[config.mk]
export PLATFORM = sky130hd
export DESIGN_NAME = pc_redirect_ctrl_flat
export DESIGN_NICKNAME = d
export VERILOG_FILES = /design/src/rtl/pc_redirect_ctrl_if.sv /design/src/rtl/pc_redirect_ctrl.sv /design/src/flat_wrapper.sv
export SDC_FILE = /design/constraint.sdc
export NUM_CORES = 1
export LEC_CHECK = 0
export CAP_MARGIN = 20
export CORE_MARGIN = 2
export CORE_UTILIZATION = 40
export DETAILED_ROUTE_END_ITERATION = 10
export GPL_TIMING_DRIVEN = 0
export HOLD_SLACK_MARGIN = 0.15
export PLACE_DENSITY = 0.78
export SLEW_MARGIN = 40
export SYNTH_ARGS = -nofsm -noshare
export SYNTH_HDL_FRONTEND = slang
export SYNTH_SLANG_ARGS = --single-unit
[constraint.sdc]
create_clock -name clk -period 1.9 [get_ports clk]
set_input_delay 0.38 -clock clk [delete_from_list [all_inputs] [get_ports clk]]
set_output_delay 0.38 -clock clk [all_outputs]
set_load 0.02 [all_outputs]
[src/rtl/pc_redirect_ctrl_if.sv]
// Redirect-controller bundle: hazard/redirect requests in, PC/flush controls out.
// The redir_count member is only driven by a live counter when REDIRECT_CNT_EN is defined.
interface pc_redirect_ctrl_if #(
   parameter int unsigned XLEN  = 32,
   parameter int unsigned CNT_W = 16
) ();
   logic             stall;
   logic             trap_valid;
   logic [XLEN-1:0]  trap_target;
   logic             ex_redir_valid;
   logic [XLEN-1:0]  ex_redir_target;
   logic             id_redir_valid;
   logic [XLEN-1:0]  id_redir_target;
   logic             pc_en;
   logic             pc_sel;
   logic [XLEN-1:0]  branch_target;
   logic             flush_if;
   logic             flush_id;
   logic             misalign;
   logic             pending;
   logic [CNT_W-1:0] redir_count;

   modport master (
      output stall, trap_valid, trap_target, ex_redir_valid, ex_redir_target,
             id_redir_valid, id_redir_target,
      input  pc_en, pc_sel, branch_target, flush_if, flush_id, misalign,
             pending, redir_count
   );

   modport slave (
      input  stall, trap_valid, trap_target, ex_redir_valid, ex_redir_target,
             id_redir_valid, id_redir_target,
      output pc_en, pc_sel, branch_target, flush_if, flush_id, misalign,
             pending, redir_count
   );
endinterface

[src/rtl/pc_redirect_ctrl.sv]
// PC redirect arbiter (trap > held pending > EX > ID) with stall capture/replay.
// Optional macro REDIRECT_CNT_EN adds a wrapping applied-redirect counter on redir_count.
module pc_redirect_ctrl #(
   parameter int unsigned XLEN  = 32,
   parameter int unsigned CNT_W = 16
) (
   input  logic              clk,
   input  logic              rst,
   pc_redirect_ctrl_if.slave ctrl
);
   typedef enum logic [1:0] {
      RUN        = 2'd0,
      HOLD_EMPTY = 2'd1,
      HOLD_PEND  = 2'd2
   } state_e;

   state_e          state_q, state_d;
   logic [XLEN-1:0] pend_target_q, pend_target_d;
   logic            pend_flush_id_q, pend_flush_id_d;

   logic            req_valid;
   logic [XLEN-1:0] req_target;
   logic            req_flush_id;

   logic            apply;
   logic [XLEN-1:0] apply_raw;
   logic            apply_flush_id;
   logic            pc_en_c;

   // Fresh-request arbitration among the live sources: trap > EX > ID
   always_comb begin
      req_valid    = ctrl.trap_valid | ctrl.ex_redir_valid | ctrl.id_redir_valid;
      req_target   = '0;
      req_flush_id = 1'b0;
      if (ctrl.trap_valid) begin
         req_target   = ctrl.trap_target;
         req_flush_id = 1'b1;
      end else if (ctrl.ex_redir_valid) begin
         req_target   = ctrl.ex_redir_target;
         req_flush_id = 1'b1;
      end else if (ctrl.id_redir_valid) begin
         req_target   = ctrl.id_redir_target;
         req_flush_id = 1'b0;
      end
   end

   always_comb begin
      state_d         = state_q;
      pend_target_d   = pend_target_q;
      pend_flush_id_d = pend_flush_id_q;
      apply           = 1'b0;
      apply_raw       = '0;
      apply_flush_id  = 1'b0;
      pc_en_c         = 1'b1;

      unique case (state_q)
         RUN, HOLD_EMPTY: begin
            if (ctrl.stall) begin
               pc_en_c = 1'b0;
               if (req_valid) begin
                  pend_target_d   = req_target;
                  pend_flush_id_d = req_flush_id;
                  state_d         = HOLD_PEND;
               end else begin
                  state_d = HOLD_EMPTY;
               end
            end else begin
               state_d        = RUN;
               apply          = req_valid;
               apply_raw      = req_target;
               apply_flush_id = req_flush_id;
            end
         end
         HOLD_PEND: begin
            if (ctrl.stall) begin
               pc_en_c = 1'b0;
               // Only a trap may displace the older held redirect
               if (ctrl.trap_valid) begin
                  pend_target_d   = ctrl.trap_target;
                  pend_flush_id_d = 1'b1;
               end
            end else begin
               state_d         = RUN;
               apply           = 1'b1;
               pend_target_d   = '0;
               pend_flush_id_d = 1'b0;
               if (ctrl.trap_valid) begin
                  apply_raw      = ctrl.trap_target;
                  apply_flush_id = 1'b1;
               end else begin
                  apply_raw      = pend_target_q;
                  apply_flush_id = pend_flush_id_q;
               end
            end
         end
         default: state_d = RUN;
      endcase

      // Reset cycle emits no redirect regardless of held state
      if (rst) begin
         apply          = 1'b0;
         apply_raw      = '0;
         apply_flush_id = 1'b0;
         pc_en_c        = 1'b1;
      end
   end

   always_ff @(posedge clk) begin
      if (rst) begin
         state_q         <= RUN;
         pend_target_q   <= '0;
         pend_flush_id_q <= 1'b0;
      end else begin
         state_q         <= state_d;
         pend_target_q   <= pend_target_d;
         pend_flush_id_q <= pend_flush_id_d;
      end
   end

   assign ctrl.pc_en         = pc_en_c;
   assign ctrl.pc_sel        = apply;
   assign ctrl.branch_target = apply ? {apply_raw[XLEN-1:2], 2'b00} : '0;
   assign ctrl.flush_if      = apply;
   assign ctrl.flush_id      = apply & apply_flush_id;
   assign ctrl.misalign      = apply & (|apply_raw[1:0]);
   assign ctrl.pending       = (state_q == HOLD_PEND) & ~rst;

`ifdef REDIRECT_CNT_EN
   logic [CNT_W-1:0] cnt_q, cnt_d;

   always_comb begin
      cnt_d = cnt_q;
      if (apply && pc_en_c) cnt_d = cnt_q + CNT_W'(1);
   end

   always_ff @(posedge clk) begin
      if (rst) cnt_q <= '0;
      else     cnt_q <= cnt_d;
   end

   assign ctrl.redir_count = cnt_q;
`else
   assign ctrl.redir_count = CNT_W'(0);
`endif
endmodule

[src/flat_wrapper.sv]
// flat-port wrapper written by rule: the top's interface ports become plain ports
module pc_redirect_ctrl_flat 
#(
   parameter int unsigned XLEN  = 32,
   parameter int unsigned CNT_W = 16
)
  (clk, rst, ctrl_stall, ctrl_trap_valid, ctrl_trap_target, ctrl_ex_redir_valid, ctrl_ex_redir_target, ctrl_id_redir_valid, ctrl_id_redir_target, ctrl_pc_en, ctrl_pc_sel, ctrl_branch_target, ctrl_flush_if, ctrl_flush_id, ctrl_misalign, ctrl_pending, ctrl_redir_count);
  pc_redirect_ctrl_if #(.XLEN(XLEN), .CNT_W(CNT_W)) ctrl_i ();
  input  logic clk;
  input  logic rst;
  input wire logic [$bits(ctrl_i.stall)-1:0] ctrl_stall;
  input wire logic [$bits(ctrl_i.trap_valid)-1:0] ctrl_trap_valid;
  input wire logic [$bits(ctrl_i.trap_target)-1:0] ctrl_trap_target;
  input wire logic [$bits(ctrl_i.ex_redir_valid)-1:0] ctrl_ex_redir_valid;
  input wire logic [$bits(ctrl_i.ex_redir_target)-1:0] ctrl_ex_redir_target;
  input wire logic [$bits(ctrl_i.id_redir_valid)-1:0] ctrl_id_redir_valid;
  input wire logic [$bits(ctrl_i.id_redir_target)-1:0] ctrl_id_redir_target;
  output wire logic [$bits(ctrl_i.pc_en)-1:0] ctrl_pc_en;
  output wire logic [$bits(ctrl_i.pc_sel)-1:0] ctrl_pc_sel;
  output wire logic [$bits(ctrl_i.branch_target)-1:0] ctrl_branch_target;
  output wire logic [$bits(ctrl_i.flush_if)-1:0] ctrl_flush_if;
  output wire logic [$bits(ctrl_i.flush_id)-1:0] ctrl_flush_id;
  output wire logic [$bits(ctrl_i.misalign)-1:0] ctrl_misalign;
  output wire logic [$bits(ctrl_i.pending)-1:0] ctrl_pending;
  output wire logic [$bits(ctrl_i.redir_count)-1:0] ctrl_redir_count;
  assign ctrl_i.stall = ctrl_stall;
  assign ctrl_i.trap_valid = ctrl_trap_valid;
  assign ctrl_i.trap_target = ctrl_trap_target;
  assign ctrl_i.ex_redir_valid = ctrl_ex_redir_valid;
  assign ctrl_i.ex_redir_target = ctrl_ex_redir_target;
  assign ctrl_i.id_redir_valid = ctrl_id_redir_valid;
  assign ctrl_i.id_redir_target = ctrl_id_redir_target;
  assign ctrl_pc_en = ctrl_i.pc_en;
  assign ctrl_pc_sel = ctrl_i.pc_sel;
  assign ctrl_branch_target = ctrl_i.branch_target;
  assign ctrl_flush_if = ctrl_i.flush_if;
  assign ctrl_flush_id = ctrl_i.flush_id;
  assign ctrl_misalign = ctrl_i.misalign;
  assign ctrl_pending = ctrl_i.pending;
  assign ctrl_redir_count = ctrl_i.redir_count;
  pc_redirect_ctrl #(.XLEN(XLEN), .CNT_W(CNT_W)) u_core (.clk(clk), .rst(rst), .ctrl(ctrl_i));
endmodule
# Yosys cells after proc, flatten, opt, wreduce, memory -nomap -nowiden
# Index checks and enable logic that the tools add are counted.
# totals
register_bits	35
in_bits	102
out_inout_bits	54
elab_cells	54
# op_classes
n_eq_ne	5
mux	34
bitwise_logic	6
reduce_logical	6
# ops
op	count
$mux 32	11
$pmux 32 s2	2
$mux 1	14
$mux 2	3
$pmux 1 s2	3
$ne 2x2->1 const B	2
$pmux 2 s2	1
$reduce_or 2->1	2
$and 1x1->1	3
$reduce_and 3->1	1
$reduce_or 3->1	1
$eq 2x1->1 const B	1
$eq 2x2->1 const B	1
$logic_not 2->1	1
$ne 2x1->1 const B	1
$or 1x1->1	2
$reduce_bool 2->1	1
$not 1->1	1

# Longest topological paths before layout
# depth
ltp_word	8
mapped_depth	7
mapped_depth_nobuf	3

# Worst setup path before layout
# Ideal clock, no wire load.
# synth_path
path_kind	input-to-output
startpoint	in rst
endpoint	out ctrl_branch_target[22]
arrival_time_ns	1.654
required_time_ns	1.520
setup_slack_ns	-0.134
path_stages	5
n_path_buf	3
path_cell_list	clkbuf_1 -> or4_1 -> buf_2 -> buf_6 -> a21oi_1
# synth_via
elab_chain_len	2
elab_cells_between_ends	3
classes_between	mux (3)
# synth_lines
item	line	rtl
start: declaration	flat_wrapper.sv:10	input logic rst;
$mux 32 / $mux 1 (equally long branches)	pc_redirect_ctrl.sv:100	if (rst) begin
$mux 32 *	pc_redirect_ctrl.sv:122	assign ctrl.branch_target = apply ? {apply_raw[XLEN-1:2], 2'b00} : '0;
end: declaration	flat_wrapper.sv:20	output wire logic [$bits(ctrl_i.branch_target)-1:0] ctrl_branch_target;
# Mark *: on every way between the ends. The rest lies on a longest branch, timed or not.

# Final worst setup path
# layout_path
startpoint	reg u_core.state_q[1]
endpoint	out ctrl_branch_target[21]
# layout_via
elab_chain_len	5
elab_cells_between_ends	9
classes_between	eq/ne (2); mux (5); reduce/logical (2)
# layout_lines
item	line	rtl
start: declaration	pc_redirect_ctrl.sv:17	state_e state_q, state_d;
start signal: assignment	pc_redirect_ctrl.sv:114	state_q <= state_d;
$eq 2x1->1 / $logic_not 2->1 (equally long branches)	pc_redirect_ctrl.sv:56	unique case (state_q)
$reduce_or 2->1	pc_redirect_ctrl.sv:56	
$pmux 32 s2 / $pmux 1 s2 (equally long branches)	pc_redirect_ctrl.sv:56	
$mux 32 / $mux 1 (equally long branches)	pc_redirect_ctrl.sv:100	
$mux 32 *	pc_redirect_ctrl.sv:122	
# Marked as above.

==> flow_summary.yaml <==
synth:
  synthAdderAreaFrac_pct: 0
  synth_flop_cell: "dfxtp_1"
  synth_area_leaders: "dfxtp_1, o211ai_1, mux2_2"
  netlist_area_mm2: 0.00384
  synth_top_family_by_area: "compound AO/OA/AOI/OAI gates"
  yosys.area_share.simple_pct: 21.9
  synthMuxAreaShare_pct: 9.39
  yosys.area.top_type: "dfxtp_1"
  synth_xor_area_share_pct: 0
  yosysSeqAreaShare_pct: 18.3
  synth.yosys.warnings: 0
  synthCells: 491
  synth_edf_count: 0
  yosysTopAreaCellShare_pct: 18.3
  synthDistinctLibCells: 36
  syn-mean-instance-area_um2: 7.81
  synth_compound_area_share_pct: 38.1
  synth.top_cells.by_count: "nand2_1, o211ai_1, dfxtp_1"
  synthArstFlopShare_pct: 0
  synth_seq_cells: 35
cts:
  clockBufferDepth: 2
  cts_tree: "built"
  cts_made_buffers: 5
  clk_pin_slew_ns: 0.08
  postCtsHoldBufs: 0
  cts_sinks: 35
  root_buffer: "clkbuf_8"
  ctsHtreeMaxLevel: 2
  insertion_delay_ns: 0.30
placement:
  io_buffer_count: 135
  place_congestion: 0.923
  placed_cell_area_mm2: 0.00559
  dp_hpwl_um: 10500
critical_path:
  cp_slowest_cell: "or4_4"
  start_kind: "flip-flop"
  end_kind: "primary output"
  cp.arrival_ns: 1.96
  crit_required_ns: 1.52
  cp.buffers_inverters: 3
  crit_top_cell: "buf_6"
  path_class: "reg -> out"
  crit_chain: "buf_6, and2_4, or4_4, buf_12, a21oi_2, buf_6"
  cp_max_fo: 10
  cp_top_family: "simple AND/OR/NAND/NOR gates"
  cpPeakStageDelay_ns: 0.57
job:
  cap_violations: 0
finish:
  drive_above_1_share_pct: 30.5
  antenna_cells: 0
  area_growth_pct: 53.1
  fin_area_mm2: 0.00587
  finalNetCount: 761
grt:
  grt.overflow.total: 0
  grt_pass1_wl_um: 22700
  grt_max_degree: 12
  grt_util_all_layers_pct: 27.3
  antenna_found_initial: 0
  grt_pass1_vias: 4616
status:
  status: "complete, but fails checks"
  violations: "negative setup slack"
routing:
  wire_per_inst_um: 18.5
  remaining_drc_errors: 0
  viasPerCell: 5.90
  drtIter0Drc: 363
  vias: 4658
  first_pass_iters: 5
  totalWireLength_um: 14600
  drtAntennaViolNets: 0
timing:
  fin_skew_ns: 0.00623
  tightest_slew_ns: 0.664
  max_freq_ghz: 0.428
  fin_crit_sh_pct: 123
  maxSlewHeadroom_pct: 55.5
  rsz0062_at_grt: "true"
  worst_slack_ns: -0.438
  hold_violations: 0
  finalCriticalPeriod_ns: 2.34
  finalSetupViolCount: 34
  drv_slew: 0
pwr:
  powerDensity_mw_per_mm2: 467
  p_leak_nw: 2.36
  ir_drop_v: 0.000266
  power_w: 0.00274
hold_path:
  min_path_type: "in -> reg"
floorplanning:
  die_y_um: 102
  die_w_um: 102
  die_area_mm2: 0.0104
  start_util_pct: 41.3
  placement_rows: 35
  core_mm2: 0.00928
  io_pins: 156
==> final timing paths <==
check             slack [ns]                    from  cells after the start                  endpoint
setup / recovery       -0.44       u_core.state_q[1]                      6    ctrl_branch_target[21]
hold / removal          0.38                     rst                      2  u_core.pend_target_q[17]
setup reg to reg        0.09       u_core.state_q[1]                      6  u_core.pend_target_q[29]
hold reg to reg         0.54  u_core.pend_flush_id_q                      2    u_core.pend_flush_id_q
==> metrics by stage <==
stage | worst slack (ns) | instances | hold slack [ns] | TNS [ns] | util (%)
after floorplan | -0.0508 | 508 | 0.457 | -0.869 | -
after global placement | -1.27 | 772 | 0.480 | -54.96 | 60.1
after detailed placement | -1.28 | 772 | 0.497 | -51.36 | 60.2
after CTS | -0.410 | 787 | 0.371 | -13.20 | 62.7
after global routing | -0.467 | 789 | 0.395 | -14.95 | 63.3
final | -0.438 | 789 | 0.384 | -13.82 | 63.3
==> state kept, by name, indices dropped and copies added (netlist names) <==
| register | cells |
|---|---|
| u_core.pend_flush_id_q | 1 |
| u_core.pend_target_q | 32 |
| u_core.state_q | 2 |
==> worst reg2reg max path, stage by stage (launching register included) <==
cell      delay (ns)
dfxtp_2         0.35
buf_2           0.14
or2_2           0.12
buf_2           0.17
clkbuf_1        0.47
a31oi_1         0.17
a311oi_1        0.30
==> cells in the final DEF, fill, tap and decap left out, drive strengths merged <==
master	netlist	layout
clkdlybuf4s50	0	96
buf	45	91
o211ai	65	65
nand2	65	65
clkbuf	33	38
dfxtp	35	35
and3b	34	34
nand2b	33	33
a31oi	33	33
mux2	32	32
a21o	32	32
a311oi	32	32
a21oi	31	31
conb	1	18
dlygate4sd2	0	3
nor2	3	3
or4	2	2
nor3	2	2
and2	1	1
nor4	1	1
clkinvlp	0	1
nor3b	1	1
a22oi	1	1
o21ai	1	1
or3	1	1
inv	2	1
nand3	1	1
or2	1	1
a211oi	1	1
nand4	1	1
o32ai	1	1
clkinv	0	1
bufinv	0	1
==> final cells by class <==
type | instances | area [um^2]
Buffer | 77 | 579
Clock buffer | 6 | 82.6
Clock inverter | 2 | 35.0
Fill cell | 820 | 3410
Inverter | 2 | 11.3
Multi-Input combinational cell | 393 | 2940
Sequential cell | 35 | 703
Tap cell | 129 | 161
Timing Repair Buffer | 145 | 1360
==> cell families after synthesis <==
group / after synthesis
AOI/OAI and AO/OA: 197
buffers and inverters: 80
DFF: 35
muxes: 32
other: 1
and+or+nand+nor: 146
==> per-layer routing <==
layer  track usage (%)  vias up  wire length [um]
met5                 0        -                 0
met4              9.03        0               254
met3              3.49       25              1080
met2              47.5      238              7260
met1              34.9     2228              6030
li1                  -     2167                 -
==> power by group <==
group / switching (W) / total, W / leakage [nW] / internal, W
clock network: 0.000293 / 0.000718 / 0.0612 / 0.000425
logic: 0.000586 / 0.00118 / 2.01 / 0.000595
registers: 0.0000409 / 0.000846 / 0.291 / 0.000805
==> what timing repair did <==
action,in CTS,in global routing
pin swaps,0,0
hold endpoints to repair,0,0
cloned,1,0
gates resized for setup,235,23
endpoints found under the setup margin,59,56
setup buffers,7,2
No activity file was read; power rests on OpenSTA's default activity.
